## config.mk

```make
export PLATFORM = sky130hd
export DESIGN_NAME = cross_bar_arbiter
export DESIGN_NICKNAME = d
export VERILOG_FILES = /design/src/rtl/cross_bar_pkg.sv /design/src/rtl/cross_bar_rr_arb.sv /design/src/rtl/cross_bar_arbiter.sv
export SDC_FILE = /design/constraint.sdc
export NUM_CORES = 1
export LEC_CHECK = 0
export ABC_AREA = 1
export CORE_AREA = 5 5 91 93
export DETAILED_ROUTE_END_ITERATION = 10
export DIE_AREA = 0 0 96 98
export PLACE_DENSITY = 0.9
export SETUP_SLACK_MARGIN = 0.1
export SLEW_MARGIN = 5
export SYNTH_ARGS = -nofsm -noshare
export SYNTH_HDL_FRONTEND = slang
export SYNTH_SLANG_ARGS = --single-unit
```

## constraint.sdc

```tcl
create_clock -name clk -period 3.85 [get_ports clk]
set_clock_uncertainty 0.15 [all_clocks]
set_input_delay 0.77 -clock clk [delete_from_list [all_inputs] [get_ports clk]]
set_output_delay 0.77 -clock clk [all_outputs]
set_load 0.01 [all_outputs]
```

## src/rtl/cross_bar_pkg.sv

```systemverilog
// Shared sizes and types for the crossbar and its select arbiter.
// Latency: n/a (types and constants only).
// Backpressure: n/a.
//
// Index types are one bit wider than log2(N) so that N itself fits and the
// value 0 can stay reserved for "disconnected".
package cross_bar_pkg;

  localparam int MASTER_N     = 4;
  localparam int SLAVE_N      = 4;
  localparam int MASTER_W     = $clog2(MASTER_N);
  localparam int SLAVE_W      = $clog2(SLAVE_N);
  localparam int ADDR_W       = 32;
  localparam int DATA_W       = 32;

  // slave_mux carries a master number, master_mux carries a slave number
  localparam int SLAVE_MUX_W  = MASTER_W + 1;
  localparam int MASTER_MUX_W = SLAVE_W + 1;

  typedef logic [ADDR_W-1:0] addr_t;
  typedef logic [DATA_W-1:0] data_t;
  typedef logic [MASTER_W:0] master_num_t;
  typedef logic [SLAVE_W:0]  slave_num_t;

  typedef enum logic {
    ARB_IDLE = 1'b0,
    ARB_BUSY = 1'b1
  } arb_state_t;

endpackage

```

## src/rtl/cross_bar_rr_arb.sv

```systemverilog
// Round-robin picker: first requester after ptr, wrapping, skipping mask.
// Latency: purely combinational.
// Backpressure: none; the caller decides when to take the result.
//
// Ports:
//   req       in  [MASTER_N:1]  candidate requests
//   ptr       in  master_num_t  last served master (1..MASTER_N)
//   mask      in  master_num_t  master to exclude, 0 = exclude none
//   gnt_valid out 1             at least one eligible requester
//   gnt       out master_num_t  winning master number, 0 when none
module cross_bar_rr_arb
  import cross_bar_pkg::*;
(
  input  logic [MASTER_N:1] req,
  input  master_num_t       ptr,
  input  master_num_t       mask,
  output logic              gnt_valid,
  output master_num_t       gnt
);

  logic [MASTER_N:1] w_elig;
  logic              w_hi_vld;
  logic              w_lo_vld;
  master_num_t       w_hi_gnt;
  master_num_t       w_lo_gnt;

  // Two ascending scans: the lowest eligible master above ptr wins outright;
  // failing that, the lowest eligible master at or below ptr (the wrap-around).
  always_comb begin
    w_elig   = '0;
    w_hi_vld = 1'b0;
    w_lo_vld = 1'b0;
    w_hi_gnt = '0;
    w_lo_gnt = '0;
    for (int m = 1; m <= MASTER_N; m++) begin
      w_elig[m] = req[m] && (master_num_t'(m) != mask);
      if (w_elig[m] && (master_num_t'(m) > ptr) && !w_hi_vld) begin
        w_hi_vld = 1'b1;
        w_hi_gnt = master_num_t'(m);
      end
      if (w_elig[m] && (master_num_t'(m) <= ptr) && !w_lo_vld) begin
        w_lo_vld = 1'b1;
        w_lo_gnt = master_num_t'(m);
      end
    end
  end

  assign gnt_valid = w_hi_vld || w_lo_vld;
  assign gnt       = w_hi_vld ? w_hi_gnt : w_lo_gnt;

endmodule

```

## src/rtl/cross_bar_arbiter.sv

```systemverilog
// Per-slave round-robin arbiter producing crossbar mux selects.
// Latency: request to slave_mux 1 cycle; ack to next grant 1 cycle (back-to-back).
// Backpressure: a grant is held until the slave acks or the master drops req.
//
// Ports:
//   clk          in  1                              clock
//   aresetn      in  1                              async active-low reset
//   master_req   in  [MASTER_N:1]                   request per master
//   master_addr  in  addr_t [MASTER_N:1]            address per master, MSBs pick the slave
//   slave_ack    in  [SLAVE_N:1]                    transaction ack per slave
//   slave_mux    out [SLAVE_N:1][SLAVE_MUX_W-1:0]   master driving slave s, 0 = none (registered)
//   master_mux   out [MASTER_N:1][MASTER_MUX_W-1:0] slave returning to master m, 0 = none
module cross_bar_arbiter
  import cross_bar_pkg::*;
(
  input  logic                                 clk,
  input  logic                                 aresetn,
  input  logic [MASTER_N:1]                    master_req,
  input  addr_t [MASTER_N:1]                   master_addr,
  input  logic [SLAVE_N:1]                     slave_ack,
  output logic [SLAVE_N:1][SLAVE_MUX_W-1:0]    slave_mux,
  output logic [MASTER_N:1][MASTER_MUX_W-1:0]  master_mux
);

  slave_num_t w_target [MASTER_N:1];
  logic       w_unused_addr;

  // Only the top SLAVE_W address bits select the slave
  assign w_unused_addr = ^master_addr;

  always_comb begin
    for (int m = 1; m <= MASTER_N; m++) begin
      w_target[m] = {1'b0, master_addr[m][ADDR_W-1 -: SLAVE_W]} + slave_num_t'(1);
    end
  end

  for (genvar s = 1; s <= SLAVE_N; s++) begin : g_slave
    logic [MASTER_N:1] w_req_vec;
    logic              w_done;
    logic              w_win_vld;
    master_num_t       w_win;
    master_num_t       w_arb_ptr;
    master_num_t       w_arb_mask;
    arb_state_t        r_state;
    master_num_t       r_gnt;
    master_num_t       r_ptr;

    always_comb begin
      w_req_vec = '0;
      for (int m = 1; m <= MASTER_N; m++) begin
        w_req_vec[m] = master_req[m] && (w_target[m] == slave_num_t'(s));
      end
    end

    // A completing master becomes the new pointer immediately so the
    // back-to-back re-arbitration already starts searching after it.
    assign w_done     = (r_state == ARB_BUSY) && slave_ack[s] && master_req[r_gnt];
    assign w_arb_ptr  = w_done ? r_gnt : r_ptr;
    assign w_arb_mask = w_done ? r_gnt : '0;

    cross_bar_rr_arb u_rr_arb (
      .req       (w_req_vec),
      .ptr       (w_arb_ptr),
      .mask      (w_arb_mask),
      .gnt_valid (w_win_vld),
      .gnt       (w_win)
    );

    always_ff @(posedge clk or negedge aresetn) begin
      if (!aresetn) begin
        r_state <= ARB_IDLE;
        r_gnt   <= '0;
        r_ptr   <= master_num_t'(MASTER_N);
      end else begin
        case (r_state)
          ARB_IDLE: begin
            if (w_win_vld) begin
              r_state <= ARB_BUSY;
              r_gnt   <= w_win;
            end
          end
          ARB_BUSY: begin
            if (w_done) begin
              r_ptr <= r_gnt;
              if (w_win_vld) begin
                r_gnt <= w_win;
              end else begin
                r_state <= ARB_IDLE;
                r_gnt   <= '0;
              end
            end else if (!master_req[r_gnt]) begin
              // Abandoned request: release without touching the pointer
              r_state <= ARB_IDLE;
              r_gnt   <= '0;
            end
          end
          default: begin
            r_state <= ARB_IDLE;
            r_gnt   <= '0;
          end
        endcase
      end
    end

    assign slave_mux[s] = r_gnt;
  end

  // Inverse map; scanning downwards lets the lowest matching slave win
  always_comb begin
    master_mux = '0;
    for (int m = 1; m <= MASTER_N; m++) begin
      for (int s = SLAVE_N; s >= 1; s--) begin
        if (slave_mux[s] == master_num_t'(m)) begin
          master_mux[m] = slave_num_t'(s);
        end
      end
    end
  end

`ifndef SYNTHESIS
  logic w_dup_grant;

  always_comb begin
    w_dup_grant = 1'b0;
    for (int a = 1; a <= SLAVE_N; a++) begin
      for (int b = a + 1; b <= SLAVE_N; b++) begin
        if ((slave_mux[a] != '0) && (slave_mux[a] == slave_mux[b])) begin
          w_dup_grant = 1'b1;
        end
      end
    end
  end

  a_no_dup_grant: assert property (@(posedge clk) disable iff (!aresetn) !w_dup_grant);
`endif

endmodule
```

**Word level (Yosys, flattened, before mapping)**

Cells that the tools add are included.

- Output and inout bits: 24
- Register bits: 28
- Bits of input ports: 138
- Logic and storage cells: 376

- Equality and inequality tests: 56
- Muxes and demuxes: 136
- Add/sub/neg operators: 4
- Bitwise gates (word level): 4
- Order comparisons: 36
- Reduce and logical (&&, ||, !) cells: 128

Operators with widths:

| operator | count |
|---|---|
| $mux W3 | 60 |
| $logic_and A1 B1 Y1 | 96 |
| $mux W1 | 56 |
| $eq A3 B2 Y1 const B | 16 |
| $eq A3 B1 Y1 const B | 8 |
| $eq A3 B3 Y1 const B | 8 |
| $gt A2 B3 Y1 const A | 8 |
| $le A2 B3 Y1 const A | 8 |
| $logic_not A1 Y1 | 24 |
| $ne A2 B3 Y1 const A | 8 |
| $pmux W3 S2 | 4 |
| $lt A3 B4 Y1 const B | 4 |
| $mux W2 | 8 |
| $add A2 B1 Y3 const B | 4 |
| $bmux W1 S3 | 4 |
| $gt A1 B3 Y1 const A | 4 |
| $gt A3 B3 Y1 const A | 4 |
| $le A1 B3 Y1 const A | 4 |
| $le A3 B3 Y1 const A | 4 |
| $ne A1 B3 Y1 const A | 4 |
| $ne A3 B3 Y1 const A | 4 |
| $ne A3 B3 Y1 const B | 4 |
| $ne A2 B1 Y1 const B | 4 |
| $pmux W1 S2 | 4 |
| other kinds (3) | 12 |

**Longest topological paths before layout**

- Depth in word-level cells: 21
- Gate-level depth with buffers: 17
- Gate-level depth less buffers: 17

**Hierarchy**

Synthesis repeated with hierarchy kept, for this count alone.

- Cell total of the unflattened synthesis: 505
- Area, all modules: 3,056.7 um^2

Modules (own cells, without submodules):

| module | times used | cells an instance | seq. area each (um^2) | area each (um^2) |
|---|---|---|---|---|
| cross_bar_arbiter | 1 | 321 | 705.7 | 2,049.5 |
| cross_bar_rr_arb at g_slave[1].u_rr_arb ... | 3 | 46 | 0.0 | 254.0 |
| cross_bar_rr_arb at g_slave[4].u_rr_arb | 1 | 46 | 0.0 | 245.2 |

**Worst setup path after synthesis**

No wires, ideal clock.

- Path kind: input-to-reg
- Start: in master_req[2] (netlist bit)
- End: reg g_slave[3].r_gnt[2]
- Setup slack: 1.513 ns
- Stages on the path: 17
- Library setup time: 0.066 ns
- Data required time: 3.634 ns
- Arrival: 2.121 ns
- Cells stage by stage: inv_1 nor2_1 nand2_1 nand2_1 inv_2 nand2_4 nand2_2 nand2_1 nand2_2 nand3_2 nand2_1 nand3_1 nor2_1 nand3_1 nand2_1 nand2_1 nand2_1

- Word-level cells in the longest chain between the ends: 21
- Elaborated cells between the ends (all ways): 62
- Classes of those cells: order compare: 8; eq/ne: 6; mux: 20; reduce/logical: 28

Ends and longest elaborated chain:

| element | line | text |
|---|---|---|
| start, declared | cross_bar_arbiter.sv:18 | `input logic [MASTER_N:1] master_req,` |
| parallel branches: the longest is 21 deep, another holds $le A1 B3 Y1 | - |  |
| end signal, assigned | cross_bar_arbiter.sv:79 | `r_gnt <= w_win;` |
| end signal, assigned | cross_bar_arbiter.sv:86 | `r_gnt <= w_win;` |
| end, declared | cross_bar_arbiter.sv:45 | `master_num_t r_gnt;` |

Parallel ways; which one is timed is not known. The select of a mux whose other input is x is not followed.
A chain may end at the register's enable or synchronous reset.

==> metrics.txt <==
status finished, final reports clean; CTS root buf clkbuf_8; most numerous cell in the Yosys netlist nand2_1; CTS tree yes; Max Slew Vio Count 0; Switching Power 945 uW; sequential share of the synthesized area 25.9%; Leak 0.00186 uW; main flop type after synthesis dfrtp_1; Vias/cell 5.11; Crit Path Class reg2out; Yosys cell types 32; CP Capture Type output pin; Synth top cells by count 132 x nand2_1, 83 x inv_1, 54 x nand3_1; Max-Cap Viols 0; syn_nets 585; Final Cycle Share 81.0%; internal power 921 uW; leading area contributor after synthesis dfrtp_1; Worst Tran Pin Value 0.504 ns; row count 32; Area contributors post-synth dfrtp_1 22%, nand2_1 18%, inv_1 11%, nand3_1 9.9%, dfstp_2 3.9%; highest clock rate 321 MHz; starting DRC count in detailed routing 401; Hold Crit Class reg2reg; Synth top area share 22.1%; final setup fails 0; largest net degree at the start of global routing 29; VDD IR max 294 uV; Hold Slack 0.367 ns; met2 WL post-DR 3460 um; HPWL Detailed 5950 um; Worst slew margin 66.1%; Num CTS Buffers 3; Clock Power Share 8.6%; FFs w/ async S/R, synth 100%; CP max stage cell clkdlybuf4s50_1; power per cell area 567 nW/um2; Final Critical Period 3.12 ns; final net count 630; H-Tree Depth 1; Critical Path Fanout Max 8; multiplexer share of the synthesized area 0%; CP dominant cell by count inv_1; number of synthesized flops with an enable pin 0; Post-Synth XOR/XNOR Area 0%; Place WS 0.666 ns; DRC viols 0; n_diodes 0; Met1 Wirelength 3340 um; post-synthesis compound-gate area fraction 8.69%; Initial Util 36.5%; Cell Chain, Critical Path inv_1, nor3_1, inv_1, o21ai_0, clkdlybuf4s50_1; number of cells on the critical path 5; Sw Ratio 50.6%; Max Used Layer met4; vias in the first global route 2870; share of layout cells above drive strength 1 12.9%; worst setup margin 0.732 ns; startpoint types register; largest family of logic cells by synthesized area simple AND/OR/NAND/NOR gates; Die Height 98 um; global placer's final weighted congestion 0.845; PostCTS Resize Cnt 0; Crit path max-delay family buffers and inverters; DR vias 3027; Reg2Reg Depth 16; initial antenna violation count 0; die span in x 96 um; Area Growth Syn to Fin 21.0%; critical path arrival 2.20 ns; slowest cell delay on critical path 0.58 ns; first drt pass iteration count 5; antenna-violating nets left 0; core area 7450 um2; Mapped Avg Cell Area 6.09 um2; final hold vios 0; Synth Cell Area 2720 um2; Synth Warn # 0; Flop pwr share 29.1%; first-pass GRT wire length 12800 um; Clock Sinks 28; combinational share of power 62.3%; gr ovfl total 0; post-detailed-routing wire length 7480 um; Simple-Gate Fraction of Synth Area 51.7%; Avg WL per Cell 12.6 um; RSZ-0062 raised after global routing false; PortBufs 41; GRT Overall Usage 16.5%; Clock transition at path regs 0.09 ns; adder-cell share of the synthesized area 0%; setup bufs post-CTS 0; routed wl met3 538 um; CP required 2.93 ns; Hold Path Depth 2; Synth Instances 447; die footprint 9410 um2; setup TNS 0 ns; CTS max path bufs 2; Buf+Inv Stages, Crit Path 3; Post-CTS Hold Buffers 0; Yosys reg bits 28; # IOs 162; Worst-Skew Late Latency 0.27 ns
[logic make-up (layout without fill, tap and decap cells)]
kind of cell / count (synthesis) / count (layout)
and+or+nand+nor: 281 / 281
buffers and inverters: 97 / 140
AOI/OAI and AO/OA: 41 / 41
DFF: 28 / 28
[area by class of cell]
| class | count | area (um2) |
|---|---|---|
| Inverter | 95 | 358 |
| Multi-Input combinational cell | 322 | 1640 |
| Clock buffer | 3 | 41.3 |
| Timing Repair Buffer | 42 | 418 |
| Fill cell | 765 | 4150 |
| Sequential cell | 28 | 706 |
| Tap cell | 102 | 128 |
[metal layers]
layer / GRT usage (%) / vias to the layer above
li1: - / 1515
met1: 22.5 / 1350
met2: 27.2 / 143
met3: 2.39 / 19
met4: 4.27 / 0
met5: 0 / -
[worst min-delay path: stages (launching register included)]
cell and delay, ns:
dfrtp_1 0.37, nand2_1 0.06, nand2_1 0.06
[registers in the layout, summed over array words and instances, names as in the netlist]
signal           count
g_slave.r_state      4
g_slave.r_gnt       12
g_slave.r_ptr       12
[through the flow]
stage	power, uW	instance area (um2)	std cells	util, %
finish	1870	3290	592	44.2
global route	2050	3290	592	44.2
CTS	1870	3290	592	44.2
detailed placement	1690	3250	589	43.7
global placement	1640	3250	589	43.7
floorplan	1330	2720	447	-
[layout by cell type (no fill, tap or decap), drive strengths merged]
master and n:
nand2 155, o211ai 1, inv 93, dfstp 4, dfrtp 24, o2111ai 2
clkdlybuf4s50 41, buf 1, clkinv 2, clkbuf 3, nor2 23, a21oi 10
nor4 2, a31oi 2, o21bai 2, o21ai 20, nand4 11, o22ai 3
a21boi 1, nand3 65, nor3 25
[power groups by stage]
| stage | combinational, uW | clock [uW] | sequential [uW] |
|---|---|---|---|
| 2_1_floorplan | 805 | 0 | 520 |
| 3_3_place_gp | 1110 | 0 | 539 |
| 3_5_place_dp | 1150 | 0 | 547 |
| 4_1_cts | 1160 | 169 | 541 |
| 5_1_grt | 1310 | 179 | 561 |
| 6_report | 1160 | 161 | 543 |
[path summary, 6_finish.rpt]
kind	start	end	slack (ns)
max in group asynchronous	aresetn	g_slave[3].r_ptr[2]	2.51
min in group asynchronous	aresetn	g_slave[1].r_gnt[1]	0.71
max	g_slave[3].r_gnt[0]	master_mux[0]	0.73
min reg2reg	g_slave[3].r_ptr[1]	g_slave[3].r_ptr[1]	0.37
min	g_slave[3].r_ptr[1]	g_slave[3].r_ptr[1]	0.37
max reg2reg	g_slave[4].r_gnt[1]	g_slave[4].r_gnt[0]	1.37
Power figures use the tool's default switching activity.
==> patch, RTL diff (same settings) <==
Set the package constant `SLAVE_N` to 8 (it was 4).
--- a/src/rtl/cross_bar_pkg.sv
+++ b/src/rtl/cross_bar_pkg.sv
@@ -7,7 +7,7 @@
 package cross_bar_pkg;
 
   localparam int MASTER_N     = 4;
-  localparam int SLAVE_N      = 4;
+  localparam int SLAVE_N      = 8;
   localparam int MASTER_W     = $clog2(MASTER_N);
   localparam int SLAVE_W      = $clog2(SLAVE_N);
   localparam int ADDR_W       = 32;
Ports: changed (resized master_mux, slave_ack and slave_mux); port bits go from 162 to 182. No check against the original RTL was run, so the function may have changed too.
==> patch against the unedited design <==
Global-route usage up 20 points; sequential share of layout area up 0.98 points; wire length up 120%; power up 110%; cell count up 86%; non-clock buffer count up 28; synthesized area up 99%; worst setup slack worse by 0.18 ns; sequential cell count up 28; critical path depth up 2; design area up 91%; critical endpoint is now master_mux[7]; largest power group unchanged.
==> patch: results (changes against the unedited design) <==
- Worst vdd rail ir drop: 0.468 mV (was 0.294 mV)
- The destination of the worst register-to-register timing path is g_slave[7].r_gnt[1] (was g_slave[4].r_gnt[0]).
* Biggest registers after layout: g_slave.r_gnt: 24 flops, g_slave.r_ptr: 24 flops, g_slave.r_state: 8 flops (was g_slave.r_gnt: 12 flops, g_slave.r_ptr: 12 flops, g_slave.r_state: 4 flops)
* Worst stage delay on the critical path: 0.63 ns (was 0.58 ns)
- Relative contribution of the clock network to total power: 9.0% (was 8.6%)
- The static leakage was 3.74 nW (was 1.86 nW).
- End of the worst hold path: g_slave[1].r_ptr[1] (was g_slave[3].r_ptr[1])
- The post-placement worst setup slack is 0.437 ns (was 0.666 ns).
* Met3 WL post-DR: 1.77 mm (was 538 µm)
* Total routing usage reported by global routing: 36.1% (was 16.5%)
- Internal Power: 1.88 mW (was 921 µW)
- The number of distinct standard cells referenced by the synthesized netlist is 33 (was 32).
* Count of cells along the worst register-to-register path: 18 (was 16)
- The average via count per standard cell was 5.93 (was 5.11).
- Filler Cell Count: 483 (was 765)
- The TritonCTS buffer count was 5 (was 3).
- The sequential share of the synthesized area was 26.1% (was 25.9%).
- Met3 track demand over resource in global routing: 6.63% (was 2.39%)
- The reg-to-reg startpoint is g_slave[7].r_gnt[2] (was g_slave[4].r_gnt[1]).
- Wire length of the first global-routing pass: 27.7 mm (was 12.8 mm)
* Hold path startpoint: g_slave[1].r_ptr[1] (was g_slave[3].r_ptr[1])
- Final net count: 1141 (was 630)
* Outcome: finished, final reports clean (unchanged)
* Critical path data arrival time: 2.38 ns (was 2.20 ns)
- The worst slew margin relative to its limit came to 38.1% (was 66.1%).
- Met1 layer wirelength in the final routing: 6.36 mm (was 3.34 mm)
- Register-to-Register Setup Slack: 1.28 ns (was 1.37 ns)
- GP Congestion: 1.01 (was 0.845)
* Share of post-route cells with drive strength above 1: 10.6% (was 12.9%)
- The routing usage on met2 came to 58.3% (was 27.2%).
- Average detailed-routed wire length per instance: 14.9 µm (was 12.6 µm)
- Clock insertion delay at the later pin of the skew report: 0.32 ns (was 0.27 ns)
- Top area cells in the synthesized netlist: sky130_fd_sc_hd__dfrtp_1 (22%), sky130_fd_sc_hd__nand2_1 (21%), sky130_fd_sc_hd__inv_1 (12%) (was sky130_fd_sc_hd__dfrtp_1 (22%), sky130_fd_sc_hd__nand2_1 (18%), sky130_fd_sc_hd__inv_1 (11%))
- Synth cell count leaders: sky130_fd_sc_hd__nand2_1 (296), sky130_fd_sc_hd__inv_1 (168), sky130_fd_sc_hd__nand3_1 (115) (was sky130_fd_sc_hd__nand2_1 (132), sky130_fd_sc_hd__inv_1 (83), sky130_fd_sc_hd__nand3_1 (54)).
- Grt met1 use: 47.2% (was 22.5%)
- Count of H-tree levels built during CTS: 2 (was 1)
- Detail Route met2 WL: 7.59 mm (was 3.46 mm)
* DR iter-0 viols: 711 (was 401)
* HPWL Detailed: 13.0 mm (was 5.95 mm)
==> patch: area by class of cell <==
| class | count | area (µm²) | share of cell area, % |
|---|---|---|---|
| clock inverter | 2 | 15.0 | 0.238 |
| tap | 102 | 128 | 2.03 |
| antenna | 1 | 2.50 | 0.0397 |
| multi-input combinational | 678 | 3270 | 51.9 |
| inverter | 188 | 706 | 11.2 |
| sequential | 56 | 1410 | 22.4 |
| clock buffer | 6 | 82.6 | 1.31 |
| timing repair buffer | 70 | 683 | 10.8 |
==> patch: kinds of logic (layout without fill, tap and decap cells) <==
kind of cell           count (synthesis)  count (layout)  synth area share [%]
other                                  0               1                     0
buffers and inverters                192             266                  13.5
AND/OR/NAND/NOR                      592             592                  51.3
flip-flops                            56              56                  26.1
AO/OA/AOI/OAI                         86              86                  9.16
==> patch: per-stage QoR <==
| step | total power, mW | utilization, % | cells | hold slack, ns | instance area (µm²) |
|---|---|---|---|---|---|
| 3_5_place_dp | 3.50 | 83.2 | 1094 | 0.338 | 6200 |
| 5_1_grt | 4.23 | 84.5 | 1102 | 0.387 | 6290 |
| 4_1_cts | 3.85 | 84.5 | 1102 | 0.364 | 6290 |
| 3_3_place_gp | 3.37 | 83.2 | 1094 | 0.326 | 6200 |
| 2_1_floorplan | 2.61 | - | 926 | 0.311 | 5410 |
| 6_report | 3.91 | 84.6 | 1103 | 0.364 | 6300 |
==> patch: how the worst max path moves through the flow <==
stage	from	endpoint	slack [ns]
after CTS	g_slave[2].r_gnt[0]	master_mux[7]	0.63
after detailed placement	master_req[1]	g_slave[1].r_gnt[0]	0.44
final	g_slave[2].r_gnt[0]	master_mux[7]	0.55
after global placement	master_req[1]	g_slave[3].r_state	0.56
after global routing	g_slave[2].r_gnt[0]	master_mux[7]	0.42
after floorplan	master_req[2]	g_slave[7].r_gnt[0]	1.39
